## src/rtl/iob2wishbone.sv

```systemverilog
// -----------------------------------------------------------------------------
// iob2wishbone
//
// Bridges a single-outstanding IOb responder interface onto a Wishbone
// initiator. Each IOb request is registered, presented on Wishbone until the
// slave terminates it, and answered with a one-cycle ready_o pulse.
//
// Ports
//   clk_i, arst_i          clock, asynchronous active-high reset
//   valid_i                IOb request strobe
//   address_i, wdata_i     IOb address and write data
//   wstrb_i                IOb byte strobes (all zero means read)
//   rdata_o                IOb read data, holds between transfers
//   ready_o                IOb completion pulse (one cycle)
//   err_o                  IOb error flag, meaningful only with ready_o
//   wb_addr_o, wb_data_o   Wishbone address and write data
//   wb_select_o, wb_we_o   Wishbone byte select and write enable
//   wb_cyc_o, wb_stb_o     Wishbone cycle and strobe
//   wb_data_i              Wishbone read data
//   wb_ack_i, wb_error_i   Wishbone cycle terminations
//
// Configuration
//   IOB2WB_TIMEOUT_EN      when defined, a bus watchdog ends a Wishbone cycle
//                          as an error after TIMEOUT_CYC cycles without any
//                          termination; when undefined the bridge waits
//                          indefinitely and carries no counter.
// -----------------------------------------------------------------------------
module iob2wishbone #(
  parameter int ADDR_W      = 32,
  parameter int DATA_W      = 32,
  parameter int TIMEOUT_CYC = 255
) (
  input  logic                clk_i,
  input  logic                arst_i,
  input  logic                valid_i,
  input  logic [ADDR_W-1:0]   address_i,
  input  logic [DATA_W-1:0]   wdata_i,
  input  logic [DATA_W/8-1:0] wstrb_i,
  output logic [DATA_W-1:0]   rdata_o,
  output logic                ready_o,
  output logic                err_o,
  output logic [ADDR_W-1:0]   wb_addr_o,
  output logic [DATA_W/8-1:0] wb_select_o,
  output logic                wb_we_o,
  output logic                wb_cyc_o,
  output logic                wb_stb_o,
  output logic [DATA_W-1:0]   wb_data_o,
  input  logic [DATA_W-1:0]   wb_data_i,
  input  logic                wb_ack_i,
  input  logic                wb_error_i
);

  localparam int SEL_W = DATA_W / 8;

  typedef enum logic [1:0] {
    IDLE = 2'd0,
    BUS  = 2'd1,
    RESP = 2'd2
  } state_t;

  state_t            state_q;
  logic [ADDR_W-1:0] addr_q;
  logic [DATA_W-1:0] wdata_q;
  logic [SEL_W-1:0]  sel_q;
  logic              we_q;
  logic              cyc_q;
  logic              ready_q;
  logic              err_q;
  logic [DATA_W-1:0] rdata_q;

  logic              isWrite;
  logic [SEL_W-1:0]  sel_d;
  logic              timeoutHit;
  logic              endByAck;
  logic              endByErr;

  // A request with any strobe set is a write and selects exactly those bytes;
  // a read always selects the full word.
  assign isWrite = |wstrb_i;
  assign sel_d   = isWrite ? wstrb_i : '1;

`ifdef IOB2WB_TIMEOUT_EN
  localparam int CNT_W = (TIMEOUT_CYC > 1) ? $clog2(TIMEOUT_CYC) : 1;

  logic [CNT_W-1:0] tmoCnt_q;
  logic [CNT_W-1:0] tmoCnt_d;

  // The counter sits at zero outside BUS, so every entry into BUS (from IDLE
  // or straight from RESP) starts counting from zero.
  always_comb begin
    tmoCnt_d = '0;
    if (state_q == BUS) begin
      tmoCnt_d = tmoCnt_q + CNT_W'(1);
    end
  end

  // Watchdog counter register.
  always_ff @(posedge clk_i or posedge arst_i) begin
    if (arst_i) begin
      tmoCnt_q <= '0;
    end else begin
      tmoCnt_q <= tmoCnt_d;
    end
  end

  // The last BUS cycle of the allowed window: counter value TIMEOUT_CYC-1.
  assign timeoutHit = (state_q == BUS) && (tmoCnt_q == CNT_W'(TIMEOUT_CYC - 1));
`else
  logic unusedTimeoutCfg;

  // No watchdog in this build; TIMEOUT_CYC has no effect and is tied off.
  assign timeoutHit       = 1'b0;
  assign unusedTimeoutCfg = (TIMEOUT_CYC != 0);
`endif

  // Ack and error together count as error; a timeout only applies when the
  // slave gave no termination at all, so an ack in the limit cycle wins.
  assign endByAck = wb_ack_i & ~wb_error_i;
  assign endByErr = wb_error_i | (~wb_ack_i & timeoutHit);

  // Main bridge FSM. Every output comes straight from a register here; the
  // asynchronous reset drops cyc/stb at once and discards any cycle in flight.
  always_ff @(posedge clk_i or posedge arst_i) begin
    if (arst_i) begin
      state_q <= IDLE;
      addr_q  <= '0;
      wdata_q <= '0;
      sel_q   <= '0;
      we_q    <= 1'b0;
      cyc_q   <= 1'b0;
      ready_q <= 1'b0;
      err_q   <= 1'b0;
      rdata_q <= '0;
    end else begin
      case (state_q)
        IDLE, RESP: begin
          ready_q <= 1'b0;
          err_q   <= 1'b0;
          if (valid_i) begin
            addr_q  <= address_i;
            wdata_q <= wdata_i;
            sel_q   <= sel_d;
            we_q    <= isWrite;
            cyc_q   <= 1'b1;
            state_q <= BUS;
          end else begin
            state_q <= IDLE;
          end
        end
        BUS: begin
          if (endByAck || endByErr) begin
            cyc_q   <= 1'b0;
            ready_q <= 1'b1;
            err_q   <= endByErr;
            if (!we_q) begin
              rdata_q <= endByErr ? '0 : wb_data_i;
            end
            state_q <= RESP;
          end
        end
        default: begin
          cyc_q   <= 1'b0;
          ready_q <= 1'b0;
          err_q   <= 1'b0;
          state_q <= IDLE;
        end
      endcase
    end
  end

  assign wb_addr_o   = addr_q;
  assign wb_data_o   = wdata_q;
  assign wb_select_o = sel_q;
  assign wb_we_o     = we_q;
  assign wb_cyc_o    = cyc_q;
  assign wb_stb_o    = cyc_q;
  assign ready_o     = ready_q;
  assign err_o       = err_q;
  assign rdata_o     = rdata_q;

endmodule

```

## config.mk

```make
export PLATFORM = sky130hd
export DESIGN_NAME = iob2wishbone
export DESIGN_NICKNAME = d
export VERILOG_FILES = /design/src/rtl/iob2wishbone.sv
export SDC_FILE = /design/constraint.sdc
export NUM_CORES = 1
export LEC_CHECK = 0
export ABC_AREA = 1
export CAP_MARGIN = 40
export CORE_MARGIN = 3
export CORE_UTILIZATION = 44
export DETAILED_ROUTE_END_ITERATION = 6
export PLACE_DENSITY = 0.86
export REMOVE_ABC_BUFFERS = 1
export SLEW_MARGIN = 0
export SYNTH_ARGS = -nofsm -noshare
export SYNTH_HDL_FRONTEND = slang
export SYNTH_SLANG_ARGS = --single-unit
export TNS_END_PERCENT = 100
```

## constraint.sdc

```tcl
create_clock -name clk_i -period 7.55 [get_ports clk_i]
set_clock_uncertainty 0.1 [all_clocks]
set_input_delay 1.1325 -clock clk_i [delete_from_list [all_inputs] [get_ports clk_i]]
set_output_delay 1.1325 -clock clk_i [all_outputs]
set_load 0.01 [all_outputs]
```

---- Word-level counts from Yosys, hierarchy flattened ----
Cells that the tools add are included.
cells by class
  eq/ne operators ......................... 4
  mux-type cells .......................... 12
  bitwise gates (word level) .............. 3
  reductions and logical operators ........ 7
operators by type and width
  cell                  number
  $mux W32              1
  $mux W1               7
  $mux W4               1
  $ne A2 B2 Y1 const B  2
  $pmux W2 S2           1
  $reduce_and A2 Y1     2
  $reduce_or A4 Y1      1
  $reduce_and A3 Y1     1
  $eq A2 B1 Y1 const B  1
  $eq A2 B2 Y1 const B  1
  $logic_not A2 Y1      1
  $mux W2               1
  $not A1 Y1            2
  $pmux W1 S2           1
  $reduce_or A2 Y1      1
  $and A1 B1 Y1         1
  $logic_or A1 B1 Y1    1
storage, ports and cells
  register bits after elaboration ......... 106
  input port bits ......................... 105
  output and inout port bits .............. 105

---- Longest topological paths before layout ----
Gate-level depths: netlist of the first run.
  depth in word-level cells ............... 5
  mapped depth ............................ 7
  mapped depth without buffers ............ 6

---- Worst setup path before layout of the first run ----
No wires, ideal clock.
  kind .................................... in2reg
  start point ............................. input wb_error_i
  end point ............................... register rdata_q[0], in the netlist rdata_o[0]
  library setup time ...................... 0.117 ns
  arrival ................................. 1.674 ns
  path slack .............................. 5.660 ns
  stages on the path ...................... 5
  path buffers ............................ 1
  cell sequence ........................... nor2_2 > nor2_4 > buf_2 > nand3b_1 > nand2_1
between the ends
  word-level cells in the longest chain between the ends .. 4
  elaborated cells on any way between the ends .. 5
RTL lines
  item                         RTL line  text
  from (decl)                  50        input logic wb_error_i
  $not A1 Y1                   118       assign endByAck = wb_ack_i & ~wb_error_i;
  $and A1 B1 Y1                118
  $logic_or A1 B1 Y1           151       if (endByAck || endByErr) begin
  $reduce_and A3 Y1 (no line)  --
  to (signal assigned)         156       rdata_q <= endByErr ? '0 : wb_data_i;
  to (decl)                    69        logic [DATA_W-1:0] rdata_q;
Several ways; a longest one is shown, not always the timed one.
A chain may end at the register's enable or synchronous reset.

---- Worst setup path in the final report of the first run ----
  start point ............................. input valid_i
  end point ............................... register addr_q[18], in the netlist wb_addr_o[18]
between the ends
  word-level cells in the longest chain between the ends .. 1
RTL lines
  item                         RTL line  text
  from (decl)                  35        input logic valid_i,
  $reduce_and A2 Y1 (no line)  --
  to (signal assigned)         140       addr_q <= address_i;
  to (decl)                    62        logic [ADDR_W-1:0] addr_q;
No other way between the ends.

==> results of run 1 <==
==> worst min-delay path by stage <==
| stage | end | slack, ps | from |
|---|---|---|---|
| floorplan | rdata_o[0]$_DFFE_PP0P_ | 410 | rdata_o[0]$_DFFE_PP0P_ |
| global placement | rdata_o[13]$_DFFE_PP0P_ | 350 | rdata_o[13]$_DFFE_PP0P_ |
| detailed placement | rdata_o[24]$_DFFE_PP0P_ | 360 | rdata_o[24]$_DFFE_PP0P_ |
| CTS | rdata_o[16]$_DFFE_PP0P_ | 380 | rdata_o[16]$_DFFE_PP0P_ |
| global route | rdata_o[30]$_DFFE_PP0P_ | 400 | rdata_o[30]$_DFFE_PP0P_ |
| finish | rdata_o[16]$_DFFE_PP0P_ | 380 | rdata_o[16]$_DFFE_PP0P_ |
==> stage by stage <==
step           setup slack [ps]  cells  util (%)
6_report                   4770    827      71.1
5_1_grt                    4610    827      71.1
4_1_cts                    4790    827      71.1
3_5_place_dp               4400    811      69.0
3_3_place_gp               4120    808      68.4
2_1_floorplan              3560    469         -
==> registers in the layout (all words and copies together), names as in the netlist <==
| register | count |
|---|---|
| wb_cyc_o | 1 |
| wb_addr_o | 32 |
| ready_o | 1 |
| wb_data_o | 32 |
| wb_select_o | 4 |
| state_q | 1 |
| err_o | 1 |
| rdata_o | 32 |
| wb_we_o | 1 |
==> where the power goes <==
| part | total [W] | internal [W] | switching (W) |
|---|---|---|---|
| Clock | 0.000350 | 0.000156 | 0.000194 |
| Combinational | 0.000542 | 0.000302 | 0.000241 |
| Sequential | 0.000748 | 0.000679 | 0.0000688 |
==> worst max-delay path: cells and delay by family <==
kind                   cells  cell delay, ps
buffers and inverters      3            1220
AND/OR/NAND/NOR            3             540
==> cells by family (layout without fill, tap and decap cells) <==
group / Yosys count / in the layout / share of synthesized area (%)
AO/OA/AOI/OAI: 1 / 1 / 0.116
buffers and inverters: 36 / 238 / 4.78
flip-flops: 105 / 105 / 60.8
AND/OR/NAND/NOR: 354 / 354 / 34.3
==> cells in the mapped netlist (all sizes together) <==
cell,instances,area [sq um]
inv,9,33.8
dfrtp,105,2630
o21ai,1,5.00
nand3,1,5.00
buf,27,173
nor2,6,40.0
nand2,315,1200
nand3b,32,240
==> layout make-up <==
type / count / area (sq um)
Tap cell: 129 / 161
Clock buffer: 9 / 124
Inverter: 9 / 36.3
Multi-Input combinational cell: 355 / 1490
Sequential cell: 105 / 2630
Fill cell: 731 / 2700
Timing Repair Buffer: 213 / 2150
Clock inverter: 7 / 76.3
==> layer usage <==
| layer | vias up | GRT usage, % |
|---|---|---|
| met5 | - | 0 |
| met4 | 0 | 7.40 |
| met3 | 19 | 4.82 |
| met2 | 184 | 36.1 |
| met1 | 1843 | 29.4 |
| li1 | 1894 | - |
==> cell usage in the layout (no fill, tap or decap), types with 2 or more instances in the layout <==
cell / synthesis / routed
nand2_1: 313 / 313
nand2_4: 2 / 2
nor2_4: 2 / 2
nor2_1: 3 / 3
buf_12: 0 / 2
inv_2: 2 / 2
nand3b_1: 32 / 32
clkinvlp_4: 0 / 2
clkbuf_8: 0 / 9
dfrtp_1: 105 / 105
clkdlybuf4s50_1: 0 / 209
inv_6: 0 / 2
inv_1: 7 / 6
==> results.json, run 1 <==
{
  "finalWirelength_um": 11900,
  "postCtsSetupRepairBufs": 0,
  "wl_met3_um": 870,
  "critPathLaunch": "valid_i",
  "fin_nets": 798,
  "io_buffer_count": 209,
  "ctsResizeCount": 0,
  "grt_pass1_vias": 4006,
  "cp.arrival_ps": 2970,
  "gp_congestion": 0.810,
  "p_leak_nw": 3.30,
  "hold_ws_ps": 376,
  "die_x_um": 105,
  "initial_core_util_pct": 46.1,
  "rr_startpoint": "state_q[0]$_DFFE_PP0P_",
  "hold_depth": 2,
  "ctsHoldBuffers": 0,
  "drtAntennaViolNets": 0,
  "root_buffer": "clkbuf_8",
  "drt_iter0_drc": 249,
  "required_ps": 7740,
  "synth_area_per_cell_sq_um": 8.71,
  "path_class": "in2reg",
  "powerDensity_mw_per_mm2": 246,
  "outcome": "completed",
  "fmax_mhz": 359,
  "p_total_w": 0.00164,
  "setup_viol": 0,
  "htreeDepth": 3,
  "rows": 35,
  "clock-sinks": 105,
  "final_area_sq_mm": 0.00667,
  "vias": 3940,
  "ys_ff_latch": 105,
  "hold_viol": 0,
  "dieArea_sq_mm": 0.0110,
  "reg2reg_slack_ps": 5560,
  "critPathMaxFanout": 72,
  "clock_latency_ps": 350,
  "slew_violations": 0,
  "dr.max_layer_used": "met4",
  "timing.rr.end": "wb_addr_o[18]$_DFFE_PP0P_",
  "wl_per_cell_um": 14.4,
  "tns_ps": 0,
  "dr.pass1.iters": 6,
  "yosysUniqueCellTypes": 14,
  "yosysSeqAreaShare_pct": 60.8,
  "crit_slowest_cell": "clkdlybuf4s50_1",
  "path_cells": "clkdlybuf4s50_1, nand2_4, inv_2, buf_12, nand2_1, nand2_1",
  "cts_tree": "done",
  "slew_headroom_pct": 46.1,
  "cpPeakStageDelay_ps": 510,
  "remaining_drc_errors": 0,
  "met1_length_um": 5030,
  "area_growth_syn_to_layout_pct": 54.3,
  "tightest_slew_ps": 806,
  "vias_per_cell": 4.76,
  "dp_hpwl_um": 8810,
  "critPathCapture": "wb_addr_o[18]$_DFFE_PP0P_",
  "grt_max_degree": 73,
  "drive_gt1_share_pct": 4.01,
  "num_antenna_cells": 0,
  "rsz0062_at_grt": "no",
  "cts_buffers": 9,
  "die_h_um": 105,
  "worst_path_most_repeated_cell": "nand2_1",
  "met2_length_um": 5800,
  "cts.clk_slew.worst_paths_ps": 90,
  "endpoint_kind": "flop",
  "post_synth_instance_area_sq_mm": 0.00432,
  "clockBufferDepth": 2,
  "grtUsageTotal_pct": 22.1,
  "ios": 210,
  "max_cap_viol_count": 0,
  "ys_warn_count": 0,
  "fin_crit_sh_pct": 36.9,
  "grt_pass1_wl_um": 19700,
  "antenna_found_initial": 0,
  "hp-class": "reg2reg",
  "synth_cells": 496,
  "r2r_cells": 6,
  "core-area_sq_mm": 0.00937,
  "peakVddDrop_mv": 0.133,
  "grt-ovfl-total": 0,
  "dpl_cell_area_sq_mm": 0.00647,
  "crit_path_start_kind": "input port",
  "fin_crit_ps": 2780
}
Power figures use the tool's default switching activity.
==> inputs of run 2 (changes only) <==
--- a/config.mk
+++ b/config.mk
@@ -8,9 +8,9 @@
 export ABC_AREA = 1
 export CAP_MARGIN = 40
 export CORE_MARGIN = 3
-export CORE_UTILIZATION = 44
+export CORE_UTILIZATION = 37
 export DETAILED_ROUTE_END_ITERATION = 6
-export PLACE_DENSITY = 0.86
+export PLACE_DENSITY = 0.77
 export REMOVE_ABC_BUFFERS = 1
 export SLEW_MARGIN = 0
 export SYNTH_ARGS = -nofsm -noshare
==> constraint.sdc (replaced) <==
create_clock -name clk_i -period 2.3 [get_ports clk_i]
set_clock_uncertainty 0.1 [all_clocks]
set_input_delay 0.345 -clock clk_i [delete_from_list [all_inputs] [get_ports clk_i]]
set_output_delay 0.345 -clock clk_i [all_outputs]
set_load 0.01 [all_outputs]
==> run 2 against run 1 <==
Compared with the run above: combinational power rose to 3.3 times the previous value; critical path depth is 5 lower; final cell count grew 1.9%; worst hold slack worse by 130 ps; global-route usage decreased by 3.2 points; via count about the same; sequential cell count stayed put; final area grew 3.0%; non-clock buffer count up 5; sequential power grew to 3.3 times the previous value; critical path type is now reg2out; largest power group unchanged; highest routed layer unchanged.
==> results.json, run 2 (synthesis results as in run 1) <==
{
  "reg2reg_slack_ps": 830,
  "worst-path-buf-inv": 1,
  "powerDensity_mw_per_mm2": 862,
  "drive_gt1_share_pct": 4.69,
  "dieArea_sq_mm": 0.0130,
  "fin_crit_sh_pct": 77.1,
  "max_cap_viol_count": 0,
  "die_x_um": 114,
  "fin_nets": 803,
  "clock-sinks": 105,
  "fill_cells": 924,
  "slew_headroom_pct": 53.5,
  "grt-ovfl-total": 0,
  "ctsResizeCount": 0,
  "final_common_cell": "nand2_1",
  "dr.pass1.iters": 5,
  "vias_per_cell": 4.67,
  "cp.arrival_ps": 1330,
  "initial_core_util_pct": 38.8,
  "path_delay_family": "buffers and inverters",
  "final_area_sq_mm": 0.00687,
  "critPathMaxFanout": 3,
  "critPathLaunch": "wb_we_o$_DFFE_PP0P_",
  "outcome": "completed",
  "placed_cells": 827,
  "fin_crit_ps": 1770,
  "grtUsageTotal_pct": 19.0,
  "dpl_cell_area_sq_mm": 0.00654,
  "cts.clk_slew.worst_paths_ps": 70,
  "fmax_mhz": 564,
  "path_class": "reg2out",
  "wl_per_cell_um": 14.4,
  "num_antenna_cells": 0,
  "crit_slowest_cell": "clkdlybuf4s50_1",
  "layout_common_cells": "nand2_1, clkdlybuf4s50_1, dfrtp_1",
  "drt_iter0_drc": 340,
  "timing.rr.end": "wb_addr_o[20]$_DFFE_PP0P_",
  "grt_max_degree": 72,
  "clockBufferDepth": 2,
  "vias": 3938,
  "ios": 210,
  "rsz0062_at_grt": "no",
  "postCtsSetupRepairBufs": 0,
  "critPathCapture": "wb_we_o",
  "tightest_slew_ps": 697,
  "slew_violations": 0,
  "die_h_um": 114,
  "finalWirelength_um": 12200,
  "grt_pass1_vias": 3920,
  "root_buffer": "clkbuf_16",
  "io_buffer_count": 209,
  "gp_congestion": 0.822,
  "area_growth_syn_to_layout_pct": 58.9,
  "peakVddDrop_mv": 0.405,
  "finalNonFillerCells": 843,
  "endpoint_kind": "output port",
  "clock_latency_ps": 330,
  "antenna_found_initial": 0,
  "hp-class": "in2async",
  "remaining_drc_errors": 0,
  "r2r_cells": 5,
  "grt_pass1_wl_um": 19800,
  "core-area_sq_mm": 0.0111,
  "hold_viol": 0,
  "crit_path_start_kind": "flop",
  "path_depth": 1,
  "cts_buffers": 9,
  "htreeDepth": 3,
  "ctsHoldBuffers": 0,
  "p_leak_nw": 3.39,
  "rows": 38,
  "cpPeakStageDelay_ps": 580,
  "path_cells": "clkdlybuf4s50_1",
  "required_ps": 1860,
  "drtAntennaViolNets": 0,
  "cts_tree": "done",
  "dp_hpwl_um": 8890,
  "setup_viol": 0,
  "rr_startpoint": "state_q[0]$_DFFE_PP0P_"
}
==> run 2: changes by cell type in the layout (fill, tap and decap cells not counted) <==
cell / previous run / this run
buf_12: 2 / 4
clkbuf_16: 0 / 9
bufinv_16: 1 / 2
clkinv_4: 1 / 0
clkinvlp_4: 2 / 1
buf_4: 1 / 5
inv_6: 2 / 0
clkinv_2: 1 / 2
clkbuf_8: 9 / 2
buf_8: 1 / 0
==> run 2: worst min path at each step <==
stage / to / depth (start not counted) / from / slack [ps]
6_report: wb_addr_o[12]$_DFFE_PP0P_ / 2 / arst_i / 250
5_1_grt: wb_data_o[18]$_DFFE_PP0P_ / 2 / arst_i / 270
2_1_floorplan: wb_addr_o[0]$_DFFE_PP0P_ / 2 / address_i[0] / 350
3_5_place_dp: rdata_o[8]$_DFFE_PP0P_ / 2 / rdata_o[8]$_DFFE_PP0P_ / 360
4_1_cts: wb_addr_o[18]$_DFFE_PP0P_ / 2 / arst_i / 250
3_3_place_gp: rdata_o[8]$_DFFE_PP0P_ / 2 / rdata_o[8]$_DFFE_PP0P_ / 360
==> run 2: area by class of cell <==
class	instances	area (sq um)	area share, %
multi-input cells	355	1490	21.7
clock buffers	11	253	3.68
clock inverters	5	77.6	1.13
repair buffers	218	2210	32.2
inverters	9	36.3	0.528
flip-flops and latches	105	2630	38.3
well taps	140	175	2.55
==> run 2: power by group <==
group	total, W	internal (W)	switching, W
logic	0.00180	0.00101	0.000792
clock network	0.00165	0.00101	0.000641
registers	0.00247	0.00223	0.000239
total	0.00592	0.00425	0.00167
==> run 2: per-layer routing <==
metal | GRT usage (%) | wire [um] | part of all wire, %
met4 | 6.25 | 144 | 1.2
met3 | 6.18 | 1320 | 11
met1 | 24.1 | 5080 | 42
met2 | 30.7 | 5620 | 46
met5 | 0 | 0 | 0
==> run 2: stage by stage <==
step	worst slack, ps	util [%]	setup TNS, ps	hold slack [ps]	total power (W)
final	527	61.7	0	247	0.00592
after global routing	497	61.7	0	268	0.00624
after CTS	505	61.7	0	253	0.00599
after detailed placement	425	58.7	0	360	0.00432
after global placement	451	58.7	0	355	0.00427
after floorplan	-906	-	-95080	355	0.00311
==> run 2: worst register-to-register path: stages (launching register included) <==
cell and delay (ps):
dfrtp_1 360, inv_2 70, nand2_4 60, buf_4 560, nand2_1 160, nand2_1 110
